[src/rtl/gate_sweep_pkg.sv]
// Shared types and constants for the gate sweeper: FSM state encoding,
// reference truth tables for common 2-input gates, and a width helper.
package gate_sweep_pkg;

   typedef enum logic [1:0] {
      ST_IDLE   = 2'd0,
      ST_SETTLE = 2'd1,
      ST_SAMPLE = 2'd2,
      ST_DONE   = 2'd3
   } sweep_state_t;

   // Bit i is the expected gate output when the gate input equals i.
   localparam logic [3:0] TRUTH_OR   = 4'b1110;
   localparam logic [3:0] TRUTH_AND  = 4'b1000;
   localparam logic [3:0] TRUTH_XOR  = 4'b0110;
   localparam logic [3:0] TRUTH_NAND = 4'b0111;

   // The mismatch count must hold 2^n_inputs, which needs one extra bit.
   function automatic int err_count_width(input int n_inputs);
      return n_inputs + 1;
   endfunction

endpackage

[src/rtl/sweep_settle_counter.sv]
// Loadable down-counter used to hold each vector for a fixed number of
// cycles. It stops at zero and reports zero combinationally.
module sweep_settle_counter #(
   parameter int W    = 1,
   parameter int LOAD = 0
) (
   input  logic clk,
   input  logic rst_n,
   input  logic load,
   input  logic en,
   output logic zero
);

   logic [W-1:0] cnt;

   // Load takes priority over counting; the counter never wraps below zero.
   always_ff @(posedge clk or negedge rst_n) begin
      if (!rst_n) begin
         cnt <= '0;
      end else if (load) begin
         cnt <= W'(LOAD);
      end else if (en && (cnt != '0)) begin
         cnt <= cnt - W'(1);
      end
   end

   assign zero = (cnt == '0);

endmodule

[src/rtl/gate_sweeper.sv]
// Stimulus sequencer for a combinational gate: drives every input vector in
// ascending order, holds each for SETTLE cycles plus one sample cycle,
// compares the gate output against TRUTH and reports the result.
//
// start is a one-cycle request; it is honoured only while not busy
// (IDLE or DONE) and is silently dropped otherwise, with no queuing.
module gate_sweeper
   import gate_sweep_pkg::*;
#(
   parameter int                      N_INPUTS = 2,
   parameter logic [2**N_INPUTS-1:0]  TRUTH    = TRUTH_OR,
   parameter int                      SETTLE   = 2
) (
   input  logic                clk,
   input  logic                rst_n,
   input  logic                start,
   input  logic                dut_out,
   output logic [N_INPUTS-1:0] dut_in,
   output logic                busy,
   output logic                done,
   output logic                pass,
   output logic [N_INPUTS:0]   err_count,
   output logic                first_fail_valid,
   output logic [N_INPUTS-1:0] first_fail_vec
);

   localparam int NV = 2**N_INPUTS;
   localparam int EW = err_count_width(N_INPUTS);
   localparam logic [N_INPUTS-1:0] LAST_VEC = N_INPUTS'(NV - 1);
   // Counter only needs to hold SETTLE-1; keep at least one bit.
   localparam int CW = (SETTLE > 1) ? $clog2(SETTLE) : 1;

   sweep_state_t          state;
   sweep_state_t          state_next;
   logic [N_INPUTS-1:0]   vec;
   logic                  accept;
   logic                  cnt_load;
   logic                  cnt_en;
   logic                  cnt_zero;
   logic                  last_vec;
   logic                  mismatch;

   assign last_vec = (vec == LAST_VEC);
   // X/Z on the gate output is treated as a failure, hence the case-inequality.
   assign mismatch = (dut_out !== TRUTH[vec]);

   sweep_settle_counter #(
      .W    (CW),
      .LOAD (SETTLE - 1)
   ) u_settle_counter (
      .clk   (clk),
      .rst_n (rst_n),
      .load  (cnt_load),
      .en    (cnt_en),
      .zero  (cnt_zero)
   );

   // State register.
   always_ff @(posedge clk or negedge rst_n) begin
      if (!rst_n) begin
         state <= ST_IDLE;
      end else begin
         state <= state_next;
      end
   end

   // Next-state logic: hold each vector until the settle counter expires,
   // sample once, then advance or finish.
   always_comb begin
      state_next = state;
      case (state)
         ST_IDLE:   if (start) state_next = ST_SETTLE;
         ST_SETTLE: if (cnt_zero) state_next = ST_SAMPLE;
         ST_SAMPLE: state_next = last_vec ? ST_DONE : ST_SETTLE;
         ST_DONE:   if (start) state_next = ST_SETTLE;
         default:   state_next = ST_IDLE;
      endcase
   end

   // Output and control decode from the current state.
   always_comb begin
      busy     = 1'b0;
      done     = 1'b0;
      pass     = 1'b0;
      accept   = 1'b0;
      cnt_en   = 1'b0;
      cnt_load = 1'b0;
      case (state)
         ST_IDLE: begin
            accept   = start;
            cnt_load = start;
         end
         ST_SETTLE: begin
            busy   = 1'b1;
            cnt_en = 1'b1;
         end
         ST_SAMPLE: begin
            busy     = 1'b1;
            cnt_load = !last_vec;
         end
         ST_DONE: begin
            done     = 1'b1;
            pass     = (err_count == '0);
            accept   = start;
            cnt_load = start;
         end
         default: begin
            busy = 1'b0;
         end
      endcase
   end

   // Sweep datapath: vector register, mismatch count, first-failure capture.
   always_ff @(posedge clk or negedge rst_n) begin
      if (!rst_n) begin
         vec              <= '0;
         err_count        <= '0;
         first_fail_valid <= 1'b0;
         first_fail_vec   <= '0;
      end else if (accept) begin
         vec              <= '0;
         err_count        <= '0;
         first_fail_valid <= 1'b0;
         first_fail_vec   <= '0;
      end else if (state == ST_SAMPLE) begin
         if (mismatch) begin
            err_count <= err_count + EW'(1);
            if (!first_fail_valid) begin
               first_fail_valid <= 1'b1;
               first_fail_vec   <= vec;
            end
         end
         if (!last_vec) begin
            vec <= vec + N_INPUTS'(1);
         end
      end
   end

   assign dut_in = vec;

endmodule

[config.mk]
export PLATFORM = sky130hd
export DESIGN_NAME = gate_sweeper
export DESIGN_NICKNAME = d
export VERILOG_FILES = /design/src/rtl/gate_sweep_pkg.sv /design/src/rtl/sweep_settle_counter.sv /design/src/rtl/gate_sweeper.sv
export SDC_FILE = /design/constraint.sdc
export NUM_CORES = 1
export LEC_CHECK = 0
export ABC_AREA = 1
export BUFFER_PORTS_ARGS = -buffer_cell sky130_fd_sc_hd__buf_2
export CELL_PAD_IN_SITES_DETAIL_PLACEMENT = 1
export CELL_PAD_IN_SITES_GLOBAL_PLACEMENT = 2
export CORE_MARGIN = 4
export CORE_UTILIZATION = 26
export DETAILED_ROUTE_END_ITERATION = 10
export MAX_ROUTING_LAYER = met4
export PLACE_DENSITY_LB_ADDON = 0.08
export SYNTH_ARGS = -nofsm -noshare
export SYNTH_HDL_FRONTEND = slang
export SYNTH_SLANG_ARGS = --single-unit
[constraint.sdc]
create_clock -name clk -period 1.3 [get_ports clk]
set_clock_uncertainty 0.1 [all_clocks]
set_input_delay 0.26 -clock clk [delete_from_list [all_inputs] [get_ports clk]]
set_output_delay 0.26 -clock clk [all_outputs]
set_load 0.005 [all_outputs]
==> impl_results.rst <==
.. list-table::
   :header-rows: 1

   * - Metric
     - Value
   * - WHS
     - 214 ps
   * - Post-synthesis mux area share
     - 0%
   * - Antenna violations before repair
     - 0
   * - Via count
     - 634
   * - Fraction of power consumed by sequential logic
     - a little over a fifth
   * - Starting utilization of the core area
     - 27.0%
   * - Clock edge transition at the registers on the reported setup and hold paths
     - 70 ps
   * - Number of enable flip-flop cells after synthesis
     - 0
   * - DRC violation count after routing
     - 0
   * - Area used by multi-input combinational logic
     - 429 um2
   * - Yosys top cell area share
     - about two fifths
   * - Max-slew violation count
     - 0
   * - Largest net degree at the start of global routing
     - 12
   * - Diode insertion count for antenna repair
     - 0
   * - Row count
     - 18
   * - Reg2Reg Launch Point
     - state[0]$_DFFE_PN0P_
   * - Detail Route met3 WL
     - 82 um
   * - Synthesized-area fraction occupied by ao, oa, aoi and oai cells
     - under 10%
   * - Maximum clock path buffer count
     - 2
   * - Global placement routability congestion
     - 0.772
   * - Clock network fraction of total power
     - roughly 8.5%
   * - Post-route antenna net violation count
     - 0
   * - NumNets Final
     - ~130
   * - Final critical path time including I/O delays and setup
     - 1560 ps
   * - TritonCTS clock tree
     - done
   * - Insertion delay of the later-clocked pin in the worst-skew pair
     - 270 ps
   * - Number of warnings reported in the yosys synthesis log
     - 0
   * - Met1 routed wirelength after detailed routing
     - 753 um
   * - Internal portion of total power
     - between 1500 and 2000 uW
   * - Number of hold violations in the final report
     - 0
   * - Top flip-flop cell by instance count after synthesis
     - dfrtp_1
   * - Req. time, crit path
     - approximately 940 ps
   * - HPWL after detailed placement
     - approximately 1.2 mm
   * - Startpoint of the tightest hold check path
     - start
   * - Top-level port count
     - 15
   * - Pwr per Cell Area
     - about 2700 nW/um2
   * - Share of synthesized registers carrying an async set or reset
     - 100%
   * - Capturing point of the worst reg2reg path
     - err_count[2]$_DFFE_PN0P_
   * - Mapped cell area
     - approximately 670 um2
   * - Share of synthesized cell area in full adder, half adder and majority cells
     - 13.1%
   * - Global-route wire length before repair
     - roughly 2.9 mm
   * - Layout fillers
     - between 300 and 400
   * - Cell breakdown of the critical path
     - inv_2 > ha_4 > buf_6 > inv_4 > buf_6
   * - Vias in the first global route
     - 688
   * - Area of the core
     - 2480 um2
   * - Category of the worst setup path launch point
     - flop
   * - Setup repair after global routing missed its margin
     - yes
   * - Number of design-rule violations left by the first detailed-router iteration
     - 10
   * - Leftover overflow at the end of global routing
     - 0
   * - Fmax
     - roughly 640 MHz
   * - Total global-route track usage
     - 11.3%
   * - Iteration count of the initial detailed-routing pass
     - 3
   * - Number of maximum-capacitance constraint violations
     - 0
   * - CP Data Arrival Time
     - 1200 ps
   * - Cell taking the most area after synthesis
     - dfrtp_1
   * - Post-DR wirelength/cell
     - ~12 um
   * - Most numerous cell types in the synthesized netlist
     - nand2_1 (22), inv_1 (12), dfrtp_1 (11)
   * - Post-Place Worst Slack
     - -115 ps
   * - Final design instance area without fill
     - 1060 um2
   * - Worst-path maximum fanout
     - 2
   * - Category of the most critical setup path
     - flop to output port
   * - FF+latch count, synth
     - 11
   * - Headroom to the max-slew limit
     - 82.0%
   * - Clock sink count
     - 11
   * - Cell area reported after detailed placement
     - roughly 850 um2
   * - Avg Inst Size Synth
     - roughly 8 um2
   * - Sink of the worst hold path
     - state[0]$_DFFE_PN0P_
   * - Sequential element share of the synthesized area
     - 41.1%
   * - Violated checks
     - negative setup slack
   * - Combinational cell fraction of total power
     - about 70%
   * - Clock Root Buffer
     - clkbuf_4
   * - Count leader, synth
     - nand2_1
   * - Fraction of final layout cells with drive strength greater than 1
     - a little over half
   * - Slowest cell delay on critical path
     - ~380 ps
   * - Number of setup violations in the final report
     - 14
   * - Number of buffers inserted by port buffering
     - 14
   * - Worst Setup Slack, final
     - -256 ps
   * - Minimum setup slack among reg-to-reg paths
     - -160 ps
   * - Library cell contributing the largest single delay on the critical path
     - dfrtp_1
   * - Outcome
     - complete, but fails checks
   * - Final Routed Wirelength
     - roughly 1.7 mm
   * - Number of instances in the synthesized netlist
     - slightly above 80
   * - Syn nets
     - 94
   * - Simple-gate share of the synthesized area
     - about 29%
   * - Die area
     - 3450 um2
   * - Met2 layer wire length in the routed design
     - 846 um
   * - Most used cell, CP
     - buf_6
   * - Register area
     - roughly 280 um2
   * - Hold path depth
     - 3
   * - Largest family of logic cells by synthesized area
     - simple AND/OR/NAND/NOR gates
   * - X dimension of the die
     - 58.7 um
   * - Fraction of synthesized cell area in xor and xnor cells
     - 0%
   * - Depth of the worst register-to-register path
     - 9
   * - Worst Hold Class
     - primary input to flop
   * - Overall die height
     - about 59 um
   * - Total number of H-tree levels
     - 1
   * - Growth of design area from synthesis to finish
     - 57.9%
   * - Slew @ Worst Pin
     - 271 ps
   * - Library cells used by synthesis
     - 15
   * - Cell types occupying the most area after synthesis
     - dfrtp_1 (41%), ha_1 (13%), nand2_1 (12%)
   * - Detail-routed via count per cell
     - about 4.3
   * - Number of clock buffers inserted by TritonCTS
     - 3
   * - Top sig layer
     - met4
   * - Final Cycle Share
     - 120%
   * - Maximum resistive drop on vdd
     - 1.33 mV
   * - Total leakage power
     - about 0.00057 uW
   * - Switching component of the power
     - approximately 1200 uW
   * - Endpoint class of the critical path
     - output port
   * - Switching Share
     - between 40% and 50%
## state kept, by name (all words and copies together) (netlist names)
name,flops
err_count,3
dut_in,2
first_fail_vec,2
state,2
first_fail_valid,1
u_settle_counter.cnt,1
## worst max-delay path by stage
| stage | startpoint | slack [ps] | cells past startpoint | endpoint |
|---|---|---|---|---|
| 2_1_floorplan | state[1]$_DFFE_PN0P_ | -30 | 7 | first_fail_vec[0]$_DFFE_PN0P_ |
| 3_3_place_gp | state[0]$_DFFE_PN0P_ | -140 | 9 | state[1]$_DFFE_PN0P_ |
| 3_5_place_dp | state[0]$_DFFE_PN0P_ | -120 | 9 | state[1]$_DFFE_PN0P_ |
| 4_1_cts | state[0]$_DFFE_PN0P_ | -270 | 5 | busy |
| 5_1_grt | state[0]$_DFFE_PN0P_ | -310 | 5 | busy |
| 6_report | state[0]$_DFFE_PN0P_ | -260 | 5 | busy |
## cell type report
| class | count | share of cell area [%] |
|---|---|---|
| multi-input combinational | 57 | 40.6 |
| clock buffer | 4 | 2.49 |
| inverter | 14 | 5.21 |
| sequential | 11 | 26.0 |
| tap | 30 | 3.55 |
| timing repair buffer | 30 | 22.1 |
## cell usage in the layout (no fill, tap or decap), types with 2 or more instances in the layout
cell type  synthesis  final
nand3_2            0      3
clkbuf_4           0      3
nor2_2             1      4
ha_1               7      3
nand2_1           22     15
dfrtp_1           11     11
buf_4              0      9
nand2_4            2      4
o21ai_2            0      2
nor2_1             8      4
ha_4               0      2
inv_1             12      9
nand2_2            1      6
nand3_1            6      3
nand4_1            3      3
inv_2              2      4
o21ai_1            0      2
buf_6              1      9
ha_2               0      2
buf_2              0     11
## stage by stage
stage	util (%)	power, uW	std cells	TNS, ps
after floorplan	-	1460	83	-130
after detailed placement	34.1	1990	135	-607
after global routing	42.7	3160	146	-3160
after CTS	39.9	2670	143	-1890
final	42.7	2860	146	-2040
after global placement	34.1	1970	135	-485
## cell families after synthesis
family          Yosys count
compound gates            7
flops                    11
buf+inv                  15
fa+ha+maj                 7
simple gates             43
## metal layers
layer  track usage [%]  vias to the layer above
li1                  -                      326
met2              18.5                       11
met4              2.91                        0
met3              4.61                        2
met1              12.9                      295
met5                 -                        -
## repair_timing
item,4_1_cts,5_1_grt
resized for setup,25,15
hold buffers,1,0
endpoints found under the setup margin,13,15
gates cloned,0,0
pin swaps,5,5
endpoints found under the hold margin,11,0
buffers inserted,3,3
## critical path, delay by kind of cell, from the launching register on
| kind | cells | cell delay (ps) |
|---|---|---|
| adders and majority gates | 1 | 260 |
| DFF | 1 | 380 |
| buffers and inverters | 4 | 280 |
## power by group through the flow
stage	logic (uW)	clock network, uW	registers, uW
finish	2000	242	616
global route	2250	268	639
CTS	1790	261	610
detailed placement	1380	0	610
global placement	1370	0	605
floorplan	849	0	613
Power figures use the tool's default switching activity.
